### src/rtl/cpu_pkg.sv
// rtl/cpu_pkg.sv - shared opcode, flag index and incrementer constants
package cpu_pkg;
    localparam logic [3:0] OP_AND = 4'h0;
    localparam logic [3:0] OP_EOR = 4'h1;
    localparam logic [3:0] OP_SUB = 4'h2;
    localparam logic [3:0] OP_RSB = 4'h3;
    localparam logic [3:0] OP_ADD = 4'h4;
    localparam logic [3:0] OP_ADC = 4'h5;
    localparam logic [3:0] OP_SBC = 4'h6;
    localparam logic [3:0] OP_RSC = 4'h7;
    localparam logic [3:0] OP_TST = 4'h8;
    localparam logic [3:0] OP_TEQ = 4'h9;
    localparam logic [3:0] OP_CMP = 4'hA;
    localparam logic [3:0] OP_CMN = 4'hB;
    localparam logic [3:0] OP_ORR = 4'hC;
    localparam logic [3:0] OP_MOV = 4'hD;
    localparam logic [3:0] OP_BIC = 4'hE;
    localparam logic [3:0] OP_MVN = 4'hF;

    localparam int FLAG_N = 3;
    localparam int FLAG_Z = 2;
    localparam int FLAG_C = 1;
    localparam int FLAG_V = 0;

    localparam int unsigned INCR_STEP = 4;
endpackage

### src/rtl/alu_core.sv
// rtl/alu_core.sv - combinational data-processing ALU with NZCV generation
module alu_core
    import cpu_pkg::*;
#(
    parameter int WIDTH = 32
) (
    input  logic [3:0]       opcode,
    input  logic             setflags,
    input  logic [WIDTH-1:0] a_in,
    input  logic [WIDTH-1:0] b_in,
    input  logic [3:0]       flags_in,
    output logic [WIDTH-1:0] alu_out,
    output logic [3:0]       flags_out,
    output logic             writeback
);
    logic [WIDTH-1:0] add_x;
    logic [WIDTH-1:0] add_y;
    logic             add_cin;
    logic             is_arith;
    logic [WIDTH-1:0] logic_res;
    logic [WIDTH:0]   sum;
    logic             ovf;

    // Every arithmetic opcode reduces to x + y + cin; subtraction inverts the subtrahend.
    always_comb begin
        add_x     = '0;
        add_y     = '0;
        add_cin   = 1'b0;
        is_arith  = 1'b0;
        logic_res = '0;
        case (opcode)
            OP_AND, OP_TST: logic_res = a_in & b_in;
            OP_EOR, OP_TEQ: logic_res = a_in ^ b_in;
            OP_SUB, OP_CMP: begin add_x = a_in; add_y = ~b_in; add_cin = 1'b1;            is_arith = 1'b1; end
            OP_RSB:         begin add_x = b_in; add_y = ~a_in; add_cin = 1'b1;            is_arith = 1'b1; end
            OP_ADD, OP_CMN: begin add_x = a_in; add_y = b_in;  add_cin = 1'b0;            is_arith = 1'b1; end
            OP_ADC:         begin add_x = a_in; add_y = b_in;  add_cin = flags_in[FLAG_C]; is_arith = 1'b1; end
            OP_SBC:         begin add_x = a_in; add_y = ~b_in; add_cin = flags_in[FLAG_C]; is_arith = 1'b1; end
            OP_RSC:         begin add_x = b_in; add_y = ~a_in; add_cin = flags_in[FLAG_C]; is_arith = 1'b1; end
            OP_ORR:         logic_res = a_in | b_in;
            OP_MOV:         logic_res = b_in;
            OP_BIC:         logic_res = a_in & ~b_in;
            OP_MVN:         logic_res = ~b_in;
        endcase
    end

    assign sum     = {1'b0, add_x} + {1'b0, add_y} + {{WIDTH{1'b0}}, add_cin};
    assign alu_out = is_arith ? sum[WIDTH-1:0] : logic_res;
    assign ovf     = (add_x[WIDTH-1] == add_y[WIDTH-1]) && (alu_out[WIDTH-1] != add_x[WIDTH-1]);

    always_comb begin
        flags_out = flags_in;
        if (setflags) begin
            flags_out[FLAG_N] = alu_out[WIDTH-1];
            flags_out[FLAG_Z] = (alu_out == '0);
            if (is_arith) begin
                flags_out[FLAG_C] = sum[WIDTH];
                flags_out[FLAG_V] = ovf;
            end
        end
    end

    // TST/TEQ/CMP/CMN occupy 8..B and only update flags.
    assign writeback = (opcode[3:2] != 2'b10);
endmodule

### src/rtl/addr_alu_unit.sv
// rtl/addr_alu_unit.sv - execute slice: ALU, address register and incrementer
module addr_alu_unit
    import cpu_pkg::*;
#(
    parameter int               WIDTH      = 32,
    parameter int unsigned      INCR_STEP  = cpu_pkg::INCR_STEP,
    parameter logic [WIDTH-1:0] ADDR_RESET = '0
) (
    input  logic             clk,
    input  logic             reset,
    input  logic [3:0]       opcode,
    input  logic             setflags,
    input  logic [WIDTH-1:0] a_in,
    input  logic [WIDTH-1:0] b_in,
    input  logic [3:0]       flags_in,
    input  logic [WIDTH-1:0] pc_in,
    input  logic             addr_write,
    input  logic             addr_sel_alu,
    input  logic             pc_change,
    input  logic             incr_en,
    output logic [WIDTH-1:0] alu_out,
    output logic [3:0]       flags_out,
    output logic             writeback,
    output logic [WIDTH-1:0] addr_out,
    output logic [WIDTH-1:0] incr_out
);
    logic [WIDTH-1:0] addr_d;
    logic [WIDTH-1:0] addr_q;

    alu_core #(.WIDTH(WIDTH)) u_alu_core (
        .opcode    (opcode),
        .setflags  (setflags),
        .a_in      (a_in),
        .b_in      (b_in),
        .flags_in  (flags_in),
        .alu_out   (alu_out),
        .flags_out (flags_out),
        .writeback (writeback)
    );

    assign addr_out = addr_q;
    assign incr_out = incr_en ? addr_q + WIDTH'(INCR_STEP) : addr_q;

    // A PC redirect outranks an ALU-computed address; otherwise fall through to sequential fetch.
    always_comb begin
        addr_d = addr_q;
        if (addr_write) begin
            if (pc_change)         addr_d = pc_in;
            else if (addr_sel_alu) addr_d = alu_out;
            else                   addr_d = incr_out;
        end
    end

    always_ff @(posedge clk) begin
        if (reset) addr_q <= ADDR_RESET;
        else       addr_q <= addr_d;
    end
endmodule

### config.mk
export PLATFORM = sky130hd
export DESIGN_NAME = addr_alu_unit
export DESIGN_NICKNAME = d
export VERILOG_FILES = /design/src/rtl/cpu_pkg.sv /design/src/rtl/alu_core.sv /design/src/rtl/addr_alu_unit.sv
export SDC_FILE = /design/constraint.sdc
export NUM_CORES = 1
export LEC_CHECK = 0
export BUFFER_PORTS_ARGS = -buffer_cell sky130_fd_sc_hd__buf_2
export CAP_MARGIN = 40
export CELL_PAD_IN_SITES_DETAIL_PLACEMENT = 0
export CELL_PAD_IN_SITES_GLOBAL_PLACEMENT = 1
export CORE_ASPECT_RATIO = 0.5
export CORE_UTILIZATION = 34
export CTS_CLUSTER_DIAMETER = 200
export DETAILED_ROUTE_END_ITERATION = 7
export PLACE_DENSITY_LB_ADDON = 0.15
export SYNTH_ARGS = -nofsm -noshare
export SYNTH_HDL_FRONTEND = slang
export SYNTH_SLANG_ARGS = --single-unit
### constraint.sdc
create_clock -name clk -period 9.45 [get_ports clk]
set_input_delay 2.3625 -clock clk [delete_from_list [all_inputs] [get_ports clk]]
set_output_delay 2.3625 -clock clk [all_outputs]
set_load 0.03 [all_outputs]
# Yosys cells after proc, flatten, opt, wreduce, memory -nomap -nowiden
# Index checks and enable logic that the tools add are counted.
[totals]
register_bits = 32
inputBits = 111
output_inout_bits = 101
word_cells = 51
[classes]
n_addsub = 3
n_eq_ne = 18
n_mux = 11
bitwise_logic = 6
reduce_logical = 12
[ops]
columns = ["operator", "count"]
rows = [
  ["32-bit case mux with 6 select lines", 1],
  ["32-bit two-way mux", 4],
  ["32-bit case mux with 3 select lines", 1],
  ["32-bit AND", 2],
  ["32-bit NOT", 2],
  ["32-bit case mux with 2 select lines", 1],
  ["32-bit by 32-bit adder with 33-bit output", 1],
  ["33-bit by 1-bit adder with 33-bit output", 1],
  ["32-bit by 3-bit adder with 32-bit output (second input constant)", 1],
  ["4-bit equality test (second input constant)", 8],
  ["32-bit zero test", 1],
  ["32-bit bitwise OR", 1],
  ["32-bit XOR", 1],
  ["4-bit by 3-bit equality test with 1-bit output (second input constant)", 4],
  ["3-bit OR reduction", 4],
  ["4-bit by 2-bit equality test with 1-bit output (second input constant)", 2],
  ["8-bit OR reduction", 1],
  ["2-bit OR reduction", 3],
  ["6-bit OR reduction", 1],
  ["4-bit by 1-bit equality test with 1-bit output (second input constant)", 1],
  ["4-bit zero test", 1],
  ["4-bit two-way mux", 1],
  ["2-bit two-way mux", 1],
  ["2-bit != test (second input constant)", 1],
  ["other kinds (5)", 5],
]

# Logic depth before layout (Yosys ltp)
[depth]
word_depth = 10
mapped_depth = 23
depth_no_buf = 17

# Modules after synthesis
# Synthesis repeated with hierarchy kept, for this count alone.
[unflattened]
cells_unflattened = 1237
area_unflattened_um2 = 8066.5
[by_module_without_submodules]
columns = ["module", "instances", "cells_each", "area_per_inst_um2", "seq_area_each_um2"]
rows = [
  ["alu_core", 1, 897, 5514.0, 0.0],
  ["addr_alu_unit", 1, 340, 2552.4, 640.6],
]

# Worst setup path after synthesis
# OpenSTA, ideal clock, no wires.
[synth_timing]
path_kind = "input port to output port"
from = "input port opcode[1]"
to = "output port flags_out[2]"
arrival_time_ns = 7.535
required_ns = 7.088
path_slack_ns = -0.448
stages = 21
n_path_buf = 5
path_cell_list = "buf_4 buf_2 buf_2 buf_2 nand2_1 o2bb2ai_1 nand2b_1 clkbuf_1 a22oi_1 fa_1 fa_1 nor2b_1 o221a_2 o211ai_2 nand2_1 a21boi_1 o31ai_1 xnor2_1 o21ai_0 or4b_1 o31ai_2"
[synth_via]
elab_chain_len = 8
word_cells_on_any_way = 35
classes_between = "add/sub: 2; eq/ne: 15; mux: 7; reduce/logical: 11"
[synth_rtl]
columns = ["element", "line", "rtl"]
rows = [
  ["start, declared", "addr_alu_unit.sv:11", "input logic [3:0] opcode,"],
  ["4-bit by 2-bit equality test with 1-bit output, or another cell as far along", "alu_core.sv:31", "case (opcode)"],
  ["6-bit OR reduction (no source line), or another cell as far along", "n/a", ""],
  ["32-bit case mux with 2 select lines or 32-bit case mux with 3 select lines (tied branches)", "alu_core.sv:31", ""],
  ["32-bit by 32-bit adder with 33-bit output", "alu_core.sv:47", "assign sum = {1'b0, add_x} + {1'b0, add_y} + {{WIDTH{1'b0}}, add_cin};"],
  ["33-bit by 1-bit adder with 33-bit output", "alu_core.sv:47", ""],
  ["32-bit two-way mux *", "alu_core.sv:48", "assign alu_out = is_arith ? sum[WIDTH-1:0] : logic_res;"],
  ["net alu_out[24]", "addr_alu_unit.sv:21", "output logic [WIDTH-1:0] alu_out,"],
  ["32-bit zero test *", "alu_core.sv:55", "flags_out[FLAG_Z] = (alu_out == '0);"],
  ["4-bit two-way mux *", "alu_core.sv:53", "if (setflags) begin"],
  ["end, declared", "addr_alu_unit.sv:22", "output logic [3:0] flags_out,"],
]
# Mark *: on every way through the listed nets, which the timed path passes. The rest lies on a longest branch.

# Worst setup path in the final report
[layout_timing]
from = "input port opcode[1]"
to = "output port flags_out[2]"
[layout_via]
elab_chain_len = 8
word_cells_on_any_way = 35
classes_between = "add/sub: 2; eq/ne: 15; mux: 7; reduce/logical: 11"
[layout_rtl]
columns = ["element", "line"]
rows = [
  ["4-bit by 2-bit equality test with 1-bit output, or another cell as far along", "alu_core.sv:31"],
  ["6-bit OR reduction (no source line), or another cell as far along", "n/a"],
  ["32-bit case mux with 2 select lines or 32-bit case mux with 3 select lines (tied branches)", "alu_core.sv:31"],
  ["32-bit by 32-bit adder with 33-bit output", "alu_core.sv:47"],
  ["33-bit by 1-bit adder with 33-bit output", "alu_core.sv:47"],
  ["32-bit two-way mux *", "alu_core.sv:48"],
  ["32-bit zero test *", "alu_core.sv:55"],
  ["4-bit two-way mux *", "alu_core.sv:53"],
]
# Mark *: on every way between the ends. The rest lies on a longest branch, timed or not.

==> summary.md <==
| Metric | Value |
|---|---|
| P&R area growth vs syn | `22.9%` |
| Vias in the first global route | `slightly above 9000` |
| Worst slack, placed | `0.140 ns` |
| RSZ-0062 raised after global routing | `false` |
| Syn_nets | `about 1400` |
| First-pass GRT wire length | `roughly 55000 um` |
| GP Congestion | `~1` |
| Crit Path Class | `input port to output port` |
| EDFF count, synth | `0` |
| Post-CTS setup buffer count | `0` |
| Max Slew Vio Count | `0` |
| Via-per-instance ratio | `5.99` |
| Number of remaining DRC errors | `0` |
| Tot GR Track Use | `30.6%` |
| Final worst-path setup slack | `0.226 ns` |
| Num Clock Sinks | `32` |
| Worst r2r src | `addr_out[4]` |
| 1st-iter DRT viols | `between 1000 and 1500` |
| Detail Placement HPWL | `29600 um` |
| Fmax achieved | `108 MHz` |
| Post-route cell area | `9580 um2` |
| CP endpoint kind | `output port` |
| Max FFs per register | `32` |
| Final WL | `37600 um` |
| CP bufs+invs | `5` |
| Post-synth cell types | `80` |
| Clk root buf | `clkbuf_16` |
| CTS tree | `done` |
| Endpoint of the worst hold path | `addr_out[0]` |
| Family with the most delay on the worst path | `simple AND/OR/NAND/NOR gates` |
| Dominant synthesized flop cell | `dfxtp_1` |
| Final Non-Filler Cells | `approximately 1700` |
| Die area | `23600 um2` |
| Hold Path Stages | `2` |
| Fin util | `between 40 and 50%` |
| Clock tree buffer depth | `2` |
| Psw | `between 0.5 and 0.6 mW` |
| Synth area leader | `ha_1` |
| Total of max-cap violations | `0` |
| FFs w/ async S/R, synth | `0%` |
| Sequential Power Share | `16.0%` |
| Worst Setup Start Kind | `input port` |
| Antenna violations before repair | `1` |
| FF-to-FF setup slack | `about 6.5 ns` |
| Drt first pass iters | `6` |
| Endpoints failing hold | `0` |
| Relative slew slack | `47.9%` |
| Flops & latches, synth | `32` |
| Worst Tran Pin Value | `0.781 ns` |
| Die width | `between 200 and 250 um` |
| Clock skew | `0.00203 ns` |
| Sw frac | `53.1%` |
| HP Class | `flip-flop to flip-flop` |
| H-tree depth | `2` |
| DP Cell Count | `1712` |
| Cell Rows | `38` |
| Syn. warnings | `0` |
| Tcrit/Tclk final | `97.6%` |
| # fillers | `2377` |
| Cells after Synth | `approximately 1200` |
| Ranking of synthesized cells by area | `ha_1, dfxtp_1, nand2_1` |
| Hold Startpoint | `addr_out[0]` |
| Ports | `212` |
| Die boundary height | `109 um` |
| Top post-synthesis cells by count | `nand2_1, nor2_1, inv_1` |
| Most common cell in the synthesized netlist | `nand2_1` |
| Nets | `1596` |
| Worst Path Arrival | `around 7 ns` |
| Required @ worst endpoint | `a little over 7 ns` |
| Total gr overflow | `0` |
| Placed cell area | `9420 um2` |
| Ant. Diodes | `0` |
| Synthesized cell area | `7790 um2` |
| # setup viols final | `0` |
| Worst-path fanout max | `20` |
| Clock latency on the worst-skew pair | `0.28 ns` |
| Crit path largest cell delay | `0.52 ns` |
| Status | `complete, no violations` |
| IO Port Bufs | `211` |
| Via count of the routed design | `between 10000 and 15000` |
| Int Pwr | `0.477 mW` |
| Core footprint | `22100 um2` |
| Worst-path clk slew | `around 0.050 ns` |
| Fraction of layout cells with a size suffix above 1 | `21.8%` |
| Power Dens Cells | `106 nW/um2` |
| Critical path cell sequence | `clkbuf_4 -> nand2_1 -> o2bb2ai_2 -> nand2b_1 -> buf_6 -> nand2_1 -> o21ai_0 -> ha_1 -> nor2b_1 -> o221a_2 -> buf_4 -> o41ai_1 -> or4_1 -> nand4_1 -> nor4_1 -> buf_4 -> and4b_1 -> and4_1 -> nand4b_1 -> o31ai_4 -> buf_2` |
| Starting Density | `35.3%` |
| CTS buffer count | `5` |
| Worst r2r path cells | `8` |
| Setup TNS | `0 ns` |
| Clock share of power | `15.1%` |
| Post-synth top area share | `10.3%` |
| Largest net degree at the start of global routing | `48` |
| Tmin final | `9.22 ns` |
| Worst r2r dst | `addr_out[31]` |
| Slowest CP cell | `o41ai_1` |
| Gate power share | `between 60% and 70%` |
| Maximum vdd drop | `0.0833 mV` |
| Lkg Pwr | `approximately 4.4 nW` |
| Synth Area per Inst | `roughly 6.4 um2` |
| Sequential share of the synthesized area | `8.22%` |
| ANT nets after route | `0` |
| Avg WL per Cell | `21.9 um` |
-- worst max-delay path by stage --
stage / slack [ns] / startpoint / depth (start not counted) / endpoint
after floorplan: 0.0007 / opcode[1] / 21 / flags_out[2]
after global placement: 0.23 / opcode[1] / 20 / flags_out[2]
after detailed placement: 0.14 / opcode[1] / 20 / flags_out[2]
after CTS: 0.13 / opcode[1] / 20 / flags_out[2]
after global routing: 0.02 / opcode[1] / 19 / flags_out[2]
final: 0.23 / opcode[1] / 21 / flags_out[2]
-- metrics by stage --
stage               hold slack [ns]  total power [mW]
floorplan                     0.593             0.582
global placement              0.473             0.843
detailed placement            0.484             0.846
CTS                           0.494              1.00
global route                  0.522              1.08
finish                        0.491              1.02
-- layout make-up --
type                       count  area (um2)  area share, %
clock inverter                 1        5.00         0.0523
timing repair buffer         279        1600           16.7
tap                          300         375           3.92
clock buffer                   6         129           1.35
sequential                    32         641           6.69
inverter                      94         353           3.68
multi-input combinational   1007        6480           67.6
-- per-layer routing --
metal,share of wire (%),track usage [%],wire length [um]
met5,0,0,0
met4,0.67,3.47,252
met3,12,7.14,4470
met2,39,42.4,14500
met1,49,47.5,18400
-- worst register-to-register path, stage by stage, from the launching register on --
cell and delay (ns):
dfxtp_1 0.44, nand3_1 0.20, or4_1 0.68, nor4_1 0.60, nand3_1 0.22, xnor2_1 0.24, nand2b_1 0.13, o211ai_1 0.10
a311oi_1 0.27
-- cell families (layout without fill, tap and decap cells) --
| group | Yosys count | count (layout) | share of synthesized area, % |
|---|---|---|---|
| adders and majority gates | 66 | 66 | 10.8 |
| xor gates and xnor gates | 64 | 64 | 7.19 |
| buffers and inverters | 185 | 380 | 9.28 |
| and+or+nand+nor | 467 | 467 | 28.2 |
| muxes | 10 | 10 | 1.32 |
| AOI/OAI and AO/OA | 400 | 400 | 35.0 |
| DFF | 32 | 32 | 8.22 |
-- power by group through the flow --
stage / Sequential, mW / Combinational (mW) / Clock [mW]
CTS: 0.162 / 0.685 / 0.156
finish: 0.162 / 0.701 / 0.153
global route: 0.164 / 0.750 / 0.163
global placement: 0.164 / 0.679 / 0
detailed placement: 0.164 / 0.682 / 0
floorplan: 0.182 / 0.400 / 0
-- cell usage in the layout, fill, tap and decap left out, types with 21 or more instances in the layout --
master,count
buf_2,210
nand2_1,148
nor2_1,140
inv_1,93
o21ai_0,87
a21oi_1,77
buf_4,65
ha_1,64
xnor2_1,43
nand3_1,38
o221ai_1,37
dfxtp_1,32
a211oi_1,29
nor3_1,27
xor2_1,21
-- timing repair --
item,in CTS,in global routing
endpoints found under the setup margin,0,2
hold buffers,0,0
resized for setup,0,9
No activity file was read; power rests on OpenSTA's default activity.
